File: src/rtl/bd2b_seq.sv
// Sequential BCD-to-binary converter (reverse double-dabble).
// One right shift plus per-digit correction per clock; start/busy/done handshake.
module bd2b_seq #(
  parameter int unsigned DIGITS = 3,
  parameter int unsigned BIN_W  = 10
) (
  input  logic                  clk,
  input  logic                  rst_n,
  input  logic                  start,
  input  logic [4*DIGITS-1:0]   bcd_in,
  output logic                  busy,
  output logic                  done,
  output logic                  err,
  output logic [BIN_W-1:0]      bin_out
);

  localparam int unsigned BcdW = 4 * DIGITS;
  localparam int unsigned CntW = $clog2(BIN_W + 1);

  typedef enum logic [1:0] {StIdle, StConv, StDone} state_e;

  state_e            state_q, state_d;
  logic [BcdW-1:0]   bcd_q, bcd_d;
  logic [BIN_W-1:0]  bin_q, bin_d;
  logic [CntW-1:0]   cnt_q, cnt_d;
  logic [BIN_W-1:0]  bin_out_q, bin_out_d;
  logic              err_q, err_d;

  logic                  digit_bad;
  logic [BcdW+BIN_W-1:0] work_sh;
  logic [BcdW-1:0]       bcd_fix;
  logic [BIN_W-1:0]      bin_sh;

  always_comb begin
    digit_bad = 1'b0;
    for (int i = 0; i < int'(DIGITS); i++) begin
      if (bcd_in[4*i +: 4] > 4'd9) digit_bad = 1'b1;
    end
  end

  // Shift the whole working register right; bcd LSB falls into bin MSB.
  assign work_sh = {bcd_q, bin_q} >> 1;
  assign bin_sh  = work_sh[BIN_W-1:0];

  always_comb begin
    bcd_fix = work_sh[BcdW+BIN_W-1:BIN_W];
    for (int i = 0; i < int'(DIGITS); i++) begin
      if (bcd_fix[4*i +: 4] >= 4'd8) bcd_fix[4*i +: 4] = bcd_fix[4*i +: 4] - 4'd3;
    end
  end

  always_comb begin
    state_d   = state_q;
    bcd_d     = bcd_q;
    bin_d     = bin_q;
    cnt_d     = cnt_q;
    bin_out_d = bin_out_q;
    err_d     = err_q;
    case (state_q)
      StIdle: begin
        if (start) begin
          bcd_d = bcd_in;
          if (digit_bad) begin
            err_d     = 1'b1;
            bin_out_d = '0;
            state_d   = StDone;
          end else begin
            bin_d   = '0;
            cnt_d   = CntW'(BIN_W);
            err_d   = 1'b0;
            state_d = StConv;
          end
        end
      end
      StConv: begin
        bcd_d = bcd_fix;
        bin_d = bin_sh;
        cnt_d = cnt_q - CntW'(1);
        if (cnt_q == CntW'(1)) begin
          bin_out_d = bin_sh;
          state_d   = StDone;
        end
      end
      StDone:  state_d = StIdle;
      default: state_d = StIdle;
    endcase
  end

  always_ff @(posedge clk or negedge rst_n) begin
    if (!rst_n) begin
      state_q   <= StIdle;
      bcd_q     <= '0;
      bin_q     <= '0;
      cnt_q     <= '0;
      bin_out_q <= '0;
      err_q     <= 1'b0;
    end else begin
      state_q   <= state_d;
      bcd_q     <= bcd_d;
      bin_q     <= bin_d;
      cnt_q     <= cnt_d;
      bin_out_q <= bin_out_d;
      err_q     <= err_d;
    end
  end

  assign busy    = (state_q == StConv);
  assign done    = (state_q == StDone);
  assign err     = err_q;
  assign bin_out = bin_out_q;

endmodule

File: config.mk
export PLATFORM = sky130hd
export DESIGN_NAME = bd2b_seq
export DESIGN_NICKNAME = d
export VERILOG_FILES = /design/src/rtl/bd2b_seq.sv
export SDC_FILE = /design/constraint.sdc
export NUM_CORES = 1
export LEC_CHECK = 0
export ABC_AREA = 1
export CAP_MARGIN = 20
export CORE_MARGIN = 2
export CORE_UTILIZATION = 35
export CTS_BUF_LIST = sky130_fd_sc_hd__clkbuf_8
export CTS_CLUSTER_SIZE = 16
export DETAILED_ROUTE_END_ITERATION = 8
export GPL_TIMING_DRIVEN = 1
export HOLD_SLACK_MARGIN = 0.08
export SYNTH_ARGS = -nofsm -noshare
export SYNTH_HDL_FRONTEND = slang
export SYNTH_SLANG_ARGS = --single-unit
File: constraint.sdc
create_clock -name clk -period 1.5 [get_ports clk]
set_input_delay 0.45 -clock clk [delete_from_list [all_inputs] [get_ports clk]]
set_output_delay 0.45 -clock clk [all_outputs]
set_load 0.01 [all_outputs]
==> results of run 1 <==
[per-layer routing]
metal,wire length (um),up-vias,track usage [%]
li1,-,820,-
met1,2006,789,20.66
met2,2097,22,25.18
met3,114,8,2.941
met4,86,0,7.091
met5,0,-,0
[final cells by class]
class	count	area [um^2]	share of cell area [%]
Clock buffer	6	82.58	3.284
Clock inverter	1	30.03	1.194
Inverter	27	101.3	4.030
Multi-Input combinational cell	154	784.5	31.19
Sequential cell	38	950.9	37.81
Tap cell	70	87.58	3.483
Timing Repair Buffer	53	478.0	19.00
[synthesized netlist by cell type (2+ instances only)]
| cell | count | area share, % |
|---|---|---|
| nand2_1 | 80 | 16 |
| dfrtp_1 | 38 | 51 |
| inv_1 | 24 | 4.9 |
| nand3_1 | 18 | 4.9 |
| o21ai_0 | 12 | 3.2 |
| nor2_1 | 9 | 1.8 |
| a21oi_1 | 7 | 1.9 |
| ha_1 | 6 | 4.0 |
| buf_2 | 4 | 1.1 |
| inv_2 | 3 | 0.61 |
| nand2_2 | 3 | 1.0 |
| o21ai_1 | 3 | 0.81 |
| o22ai_1 | 3 | 1.0 |
| a21o_1 | 2 | 0.81 |
| a22oi_1 | 2 | 0.81 |
| buf_4 | 2 | 0.81 |
| xor2_1 | 2 | 0.94 |
[worst max-delay path, stage by stage]
cell             delay (ps)
clkdlybuf4s50_1         440
o21ai_2                 190
nand4_1                 100
buf_4                   170
buf_4                   150
nand3_1                  70
nand2_1                  50
[state kept, by name (all words and copies together), names as in the netlist]
| signal | cells |
|---|---|
| bcd_q | 12 |
| bin_out | 10 |
| bin_q | 9 |
| cnt_q | 4 |
| err | 1 |
| state_q | 2 |
[logic make-up after synthesis]
group / Yosys count / share of synthesized area (%)
compound gates: 33 / 10.79
xor+xnor: 2 / 0.9442
buf+inv: 35 / 8.159
flops: 38 / 51.25
fa+ha+maj: 6 / 4.046
simple gates: 113 / 24.82
[what timing repair did]
item,4_1_cts,5_1_grt
cloned,0,1
pin swaps,1,5
endpoints found under the setup margin,24,26
setup buffers,1,2
resized for setup,20,16
[cells in the final DEF, fill, tap and decap left out]
cell type / synthesis / layout
bufinv_16: 0 / 1
o22ai_1: 3 / 3
nand2_1: 80 / 78
dfrtp_1: 38 / 38
nand3_2: 0 / 2
nor3_1: 1 / 1
inv_1: 24 / 24
a22oi_1: 2 / 2
nor2_1: 9 / 9
dlygate4sd2_1: 0 / 11
xor2_1: 2 / 2
or2_2: 1 / 1
ha_1: 6 / 6
nand4_1: 1 / 1
dlymetal6s2s_1: 0 / 3
a21oi_1: 7 / 7
buf_4: 2 / 21
buf_6: 1 / 5
clkdlybuf4s50_1: 0 / 10
inv_2: 3 / 3
o21ai_0: 12 / 12
buf_12: 0 / 1
o21ai_2: 0 / 3
nand2_4: 0 / 1
buf_2: 4 / 2
a21oi_4: 1 / 1
o211ai_1: 1 / 1
nand2_2: 3 / 4
o2bb2ai_1: 1 / 1
clkbuf_8: 0 / 6
nand3_1: 18 / 16
a22o_1: 1 / 1
a21o_1: 2 / 2
[per-stage QoR]
stage	total power [uW]	setup TNS [ps]	instance area, um^2	worst slack [ps]	utilization [%]
final	4582	0	2515	51.36	49.24
after global routing	4968	-76.57	2515	-32.54	49.24
after CTS	4519	0	2435	9.454	47.67
after detailed placement	3646	-8967	2336	-390.4	45.74
after global placement	3597	-8371	2336	-342.0	45.74
after floorplan	2880	0	1856	213.1	-
[how the worst min path moves through the flow]
stage / start / end / slack, ps / depth (start not counted)
2_1_floorplan: rst_n / bcd_q[0] / 150 / 0
3_3_place_gp: rst_n / bcd_q[9] / 430 / 2
3_5_place_dp: rst_n / bcd_q[9] / 430 / 2
4_1_cts: rst_n / cnt_q[1] / 120 / 2
5_1_grt: rst_n / cnt_q[1] / 130 / 2
6_report: rst_n / bcd_q[7] / 110 / 2
[power by group]
| group | internal (uW) | switching, uW |
|---|---|---|
| clock | 532 | 352 |
| combinational | 883 | 1150 |
| sequential | 1390 | 270 |
| total | 2810 | 1770 |
==> metrics.txt, run 1 <==
First-pass DRT Iterations 4; worst r2r src cnt_q[1]; clk_lat worst skew about 290 ps; Most used DFF post-synth dfrtp_1; CTS tree built; # clock sinks 38; post-synthesis register bit count 38; Final HPWL DP 2937 um; global-route wire length before repair ~7400 um; min Tclk post-route 1449 ps; Cell Count, Final, Fillers Out between 300 and 400; Worst-path clk slew around 80 ps; TritonCTS buffer count 5; RSZ-0062 raised after global routing true; Warnings, synthesis 0; Peak supply drop 732.3 uV; largest net degree at the start of global routing 39; post-synthesis net count 248; total track usage between 10% and 20%; FF-to-FF End bin_out[6]; clk root buf clkbuf_8; Area Growth Syn to Fin 35.54%; final hold slack 114.4 ps; worst r2r path cells 7; Fmax achieved 690.3 MHz; fin nets 300; Synth async-reset ratio 100.0%; Yosys cell types 26; crit-path max FO 5; crit share post-route between 90% and 100%; final antenna-violating net count 0; Worst Hold Class input port to async pin; CTS Hold Bufs 0; Top-Level Pins 28; dpl cells 338; Finish-stage setup viols 0; initial antenna violation count 0; number of synthesized flops with an enable pin 0; layout cell share with drive strength beyond 1 18.28%; gp weighted congestion 0.8030; crit path DAT 1630 ps; pwr dens 1822 nW/um^2; overall die area roughly 5900 um^2; Clock Skew 11.44 ps; via count 1639; Syn Inst Count 227; Crit Path Category input port to flop; site row count 26; post-DR vias/cell 4.696; antenna cells 0; Worst Setup EP bin_out[8]; Bufs on Longest Clock Path 2; CP endpoint kind flop; Post-route DRC 0; synthesized cell area 1856 um^2; chip width 76.81 um; Initial Util between 30% and 40%; First DRT Iteration DRCs 140; port bufs 27; Final Hold Fails 0; status finished, final reports clean; Rel. slew slack ~85%; H-tree lvl count 2; Tightest Pin Transition 229.7 ps; reg-to-reg slack, setup 100 ps; DRT Wirelength approximately 4300 um; Core Box Area 5107 um^2; Leak ~0.0014 uW; required time of the critical path around 1700 ps; crit path from bcd_in[10]; sequential share of the synthesized area 51.25%; syn_area_per_cell about 8 um^2; Die Span Y 76.81 um; Max Cap Viol 0; vias in the first global route 1591; Fill cells 505; Worst Setup Start Kind input port; Slew Limit Fails 0; wire length per cell 12.33 um; gr ovfl total 0
Note: power is estimated with default switching activity, not from simulation.
==> run 2, diff against run 1 <==
--- a/config.mk
+++ b/config.mk
@@ -10,6 +10,7 @@
 export CORE_MARGIN = 2
 export CORE_UTILIZATION = 35
 export CTS_BUF_LIST = sky130_fd_sc_hd__clkbuf_8
+export CTS_CLUSTER_DIAMETER = 80
 export CTS_CLUSTER_SIZE = 16
 export DETAILED_ROUTE_END_ITERATION = 8
 export GPL_TIMING_DRIVEN = 1
==> results of run 2 <==
Final layout, timing and power as in run 1 (identical DEF).
==> run 3, diff against run 2 <==
==> constraint.sdc (replaced) <==
create_clock -name clk -period 1.5 [get_ports clk]
set_input_delay 0.3 -clock clk [delete_from_list [all_inputs] [get_ports clk]]
set_output_delay 0.3 -clock clk [all_outputs]
set_load 0.01 [all_outputs]
==> metrics.txt, run 3 (synthesis results as in run 1) <==
status finished, final reports clean; Bufs on Longest Clock Path 2; via count 1556; Top-Level Pins 28; required time of the critical path 1200 ps; commonest non-fill, non-tap cells in the layout 79 x nand2_1, 38 x dfrtp_1, 24 x inv_1, 17 x nand3_1, 14 x buf_4; Area Growth Syn to Fin 33.45%; met2 global-route usage 26.32%; vias in the first global route 1593; Tightest Pin Transition 217.4 ps; Clock Skew 6.157 ps; met1 Use GR roughly a fifth; Seq. cell area 950.9 um^2; chip width 76.81 um; wire length per cell between 10 and 15 um; power share of the clock group about a fifth; Final Hold Fails 0; Final Util 48.48%; Final HPWL DP between 2000 and 3000 um; Peak supply drop between 700 and 800 uV; gr ovfl total 0; Fill cells 502; Setup WS post-layout 86.63 ps; gp weighted congestion 0.7663; # clock sinks 38; most common cell after layout, fill and taps aside nand2_1; Setup Slack @ Placement -229.2 ps; pwr dens 1826 nW/um^2; Rel. slew slack roughly 85%; Worst Hold Class flop to flop; total track usage 15.73%; part of the power in registers 36.8%; port bufs 27; overall die area 5900 um^2; H-tree lvl count 2; site row count 26; TNS Setup 0 ps; Initial Util between 30% and 40%; final antenna-violating net count 0; crit-path max FO 3; First DRT Iteration DRCs ~100; CP endpoint kind output pin; Worst-path clk slew 80 ps; Net Sw Power 1753 uW; CTS tree built; global-route wire length before repair 7376 um; clk_lat worst skew 290 ps; Max Cap Viol 0; Fmax achieved between 700 and 800 MHz; fin nets 293; switching fraction of total power 38.77%; internal power around 2800 uW; clk root buf clkbuf_8; First-pass DRT Iterations 4; post-route cell area 2476 um^2; placed cell area 2331 um^2; Leak approximately 0.0015 uW; TritonCTS buffer count 5; antenna cells 0; Post-route DRC 0; crit share post-route 94.22%; crit path DAT 1110 ps; area occupied by multi-input gates 765.7 um^2; post-DR vias/cell 4.550; RSZ-0062 raised after global routing false; Slew Limit Fails 0; Worst Setup Start Kind flop; GR peak layer met2; Finish-stage setup viols 0; largest net degree at the start of global routing 39; initial antenna violation count 0; min Tclk post-route around 1400 ps; combinational fraction of design power between 40% and 50%; Core Box Area 5107 um^2; GRT met3 Usage 4.000%; layout cell share with drive strength beyond 1 between 10 and 15%; Largest register FFs 12; Post-CTS Setup Bufs 0; Die Span Y 76.81 um; DRT Wirelength 4118 um; Largest Register bcd_q; Crit Path Category flop to output pin
[run 3: layout make-up]
cell class	count	area share (%)
inverters	27	4.093
repair buffers	46	18.49
flip-flops and latches	38	38.40
clock buffers	6	3.335
well taps	70	3.537
clock inverters	1	1.213
multi-input cells	154	30.92
[run 3: what timing repair did]
item | 4_1_cts | 5_1_grt
hold buffers | 1 | 0
gates cloned | 0 | 0
endpoints found under the setup margin | 16 | 17
resized for setup | 10 | 10
hold endpoints to repair | 38 | 0
pin swaps | 0 | 1
[run 3: worst paths after layout]
check,from,end,slack [ps],depth (start not counted)
worst max-delay path,state_q[1],done,90,3
worst min-delay path,bin_out[8],bin_out[8],470,2
worst max register to register,cnt_q[1],bin_out[5],140,7
worst min register to register,bin_out[8],bin_out[8],470,2
max in group asynchronous,rst_n,bin_q[4],810,3
min in group asynchronous,rst_n,bcd_q[11],490,3
[run 3: power groups by stage]
stage | registers [uW] | clock network [uW] | logic, uW
2_1_floorplan | 1640 | 0 | 1240
3_3_place_gp | 1670 | 0 | 1940
3_5_place_dp | 1690 | 0 | 1980
4_1_cts | 1670 | 915 | 1960
5_1_grt | 1730 | 954 | 2230
6_report | 1660 | 897 | 1960
[run 3: stage by stage]
stage                     cells  hold WS, ps  power, uW
after floorplan             227        4.409       2880
after global placement      334        283.5       3617
after detailed placement    334        283.6       3662
after CTS                   342        476.4       4544
after global routing        342        498.7       4914
final                       342        467.6       4521
[run 3: routing by layer]
metal | vias to the layer above | wire length (um)
li1 | 803 | -
met1 | 728 | 1902
met2 | 20 | 2035
met3 | 5 | 128
met4 | 0 | 52
met5 | - | 0
[run 3: worst max-delay path, stage by stage (launching register included)]
cell and delay, ps:
dfrtp_1 380, inv_2 70, nor2_1 100, dlygate4sd2_1 270
==> RTL edit, RTL diff (flow settings as in run 2) <==
The 3 states of `state_e` get a one-hot encoding in 3 bits.
--- a/src/rtl/bd2b_seq.sv
+++ b/src/rtl/bd2b_seq.sv
@@ -17,7 +17,7 @@
   localparam int unsigned BcdW = 4 * DIGITS;
   localparam int unsigned CntW = $clog2(BIN_W + 1);
 
-  typedef enum logic [1:0] {StIdle, StConv, StDone} state_e;
+  typedef enum logic [2:0] {StIdle = 3'b001, StConv = 3'b010, StDone = 3'b100} state_e;
 
   state_e            state_q, state_d;
   logic [BcdW-1:0]   bcd_q, bcd_d;
Function: same outputs for any inputs over 10 cycles, from zero or initial values and one cycle with rst_n low; not proved beyond that.
==> RTL edit against run 2 <==
The run now ends with negative setup slack left. Setup slack lost 120 ps. Sequential cell count grew 1. Sequential share of layout area shrank 1.3 points. Synthesized area grew 3.4%. Utilization grew 2.2 points. Power shrank 4.3%. Cell area grew 6.6%. Clock skew shrank 1.6 ps. Routed wire length shrank 0.88%. Critical path type is now reg2reg. Critical endpoint is now bcd_q[7].
==> RTL edit: results (changes against run 2) <==
[status]
outcome = finished, violations left
violations = negative setup slack

[placement]
dp_slack_ps = -396  ; -6.03 ps
dpl_cell_area_sq_um = 2430  ; +3.9%
dp.cells = 333  ; -1.5%
gp_congestion = 0.791  ; -1.5%
dpl.hpwl_um = 2910  ; -0.90%

[logic_synthesis]
netlist_instances = 223  ; -1.8%
synth_fa_ha_area_share_pct = 3.91  ; -0.13 points
synth_compound_area_share_pct = 10.8  ; +0.039 points
ys_top_cells_by_count = nand2_1, dfrtp_1, inv_1
synth_seq_area_share_pct = 50.9  ; -0.30 points
synth_cell_types = 29  ; +12%
synth_mux_area_share_pct = 0.587  ; +0.59 points
synth_area_leaders = dfrtp_1, nand2_1, ha_1
synth_xor_area_share_pct = 2.74  ; +1.8 points

[power]
power_frac_clock_pct = 16.1  ; -3.2 points
p_switching_mw = 1.70  ; -4.5%
pwr_density_cell_nw_per_um2 = 1640  ; -10%
vdd_drop_max_v = 0.000707  ; -3.5%

[setup_path]
slowest_delay_ps = 550  ; +110 ps
worst_path_max_delay_cell = dfstp_2
cp.arrival_ps = 1740  ; +110 ps
reg2regPathDepth = 9  ; +2
r2r_end = bcd_q[7]
critPathKind = reg2reg
crit_end = bcd_q[7]

[timing]
setup-tns-final_ps = -1110  ; -1110 ps
fin_skew_ps = 9.89  ; -1.55 ps
setup_violations = 34  ; +34
worst_slew_pin_slew_ps = 376  ; +146 ps
setup_slack_ps = -70.4  ; -122 ps

[route]
wirelength_um = 4270  ; -0.88%
vias = 1567  ; -4.4%

[cells_and_area]
nFillCells = 508  ; +0.59%
fin_nets = 297  ; -1.0%

[grt]
grt_max_degree = 26  ; -33%
grt_usage_pct = 15.5  ; -0.25 points

RTL edit: cell count changes after synthesis, sizes merged, moves of 3 or more:
cell,delta
a21oi,-6
inv,-6
nand2,+4
nand3,-5
nor2,-6
o211ai,+3
o21ai,+12
xnor2,+3
RTL edit: routing by layer:
metal	routed length [um]	up-vias	global-route usage, %
li1	-	811	-
met1	2210	736	22.6
met2	1910	14	23.0
met3	95	6	3.45
met4	55	0	4.74
met5	0	-	0
RTL edit: repair_timing:
| action | CTS | global route |
|---|---|---|
| pin swaps | 1 | 1 |
| hold buffers | 1 | 0 |
| gates cloned | 0 | 2 |
| endpoints found under the setup margin | 50 | 40 |
| endpoints found under the hold margin | 13 | 0 |
| setup buffers | 3 | 0 |
| gates resized for setup | 30 | 28 |
RTL edit: how the worst min path moves through the flow:
| stage | depth (start not counted) | slack [ps] | endpoint | startpoint |
|---|---|---|---|---|
| floorplan | 0 | 150 | bcd_q[0] | rst_n |
| global placement | 1 | 390 | bcd_q[9] | rst_n |
| detailed placement | 1 | 390 | bcd_q[9] | rst_n |
| CTS | 2 | 470 | bin_out[4] | bin_out[4] |
| global route | 2 | 510 | bin_out[9] | bin_out[9] |
| finish | 2 | 490 | bin_out[9] | bin_out[9] |
RTL edit: worst max-delay path, delay by kind of cell, from the launching register on:
family | cells | cell delay, ps
DFF | 1 | 550
AOI/OAI and AO/OA | 1 | 70
and+or+nand+nor | 4 | 480
buffers and inverters | 4 | 360
RTL edit: final cells by class:
cell class / instances / area, sq um / share of cell area (%)
flip-flops and latches: 39 / 977 / 36.5
multi-input cells: 154 / 893 / 33.3
repair buffers: 55 / 547 / 20.4
well taps: 70 / 87.6 / 3.27
inverters: 21 / 86.3 / 3.22
clock buffers: 5 / 68.8 / 2.57
clock inverters: 3 / 20.0 / 0.747
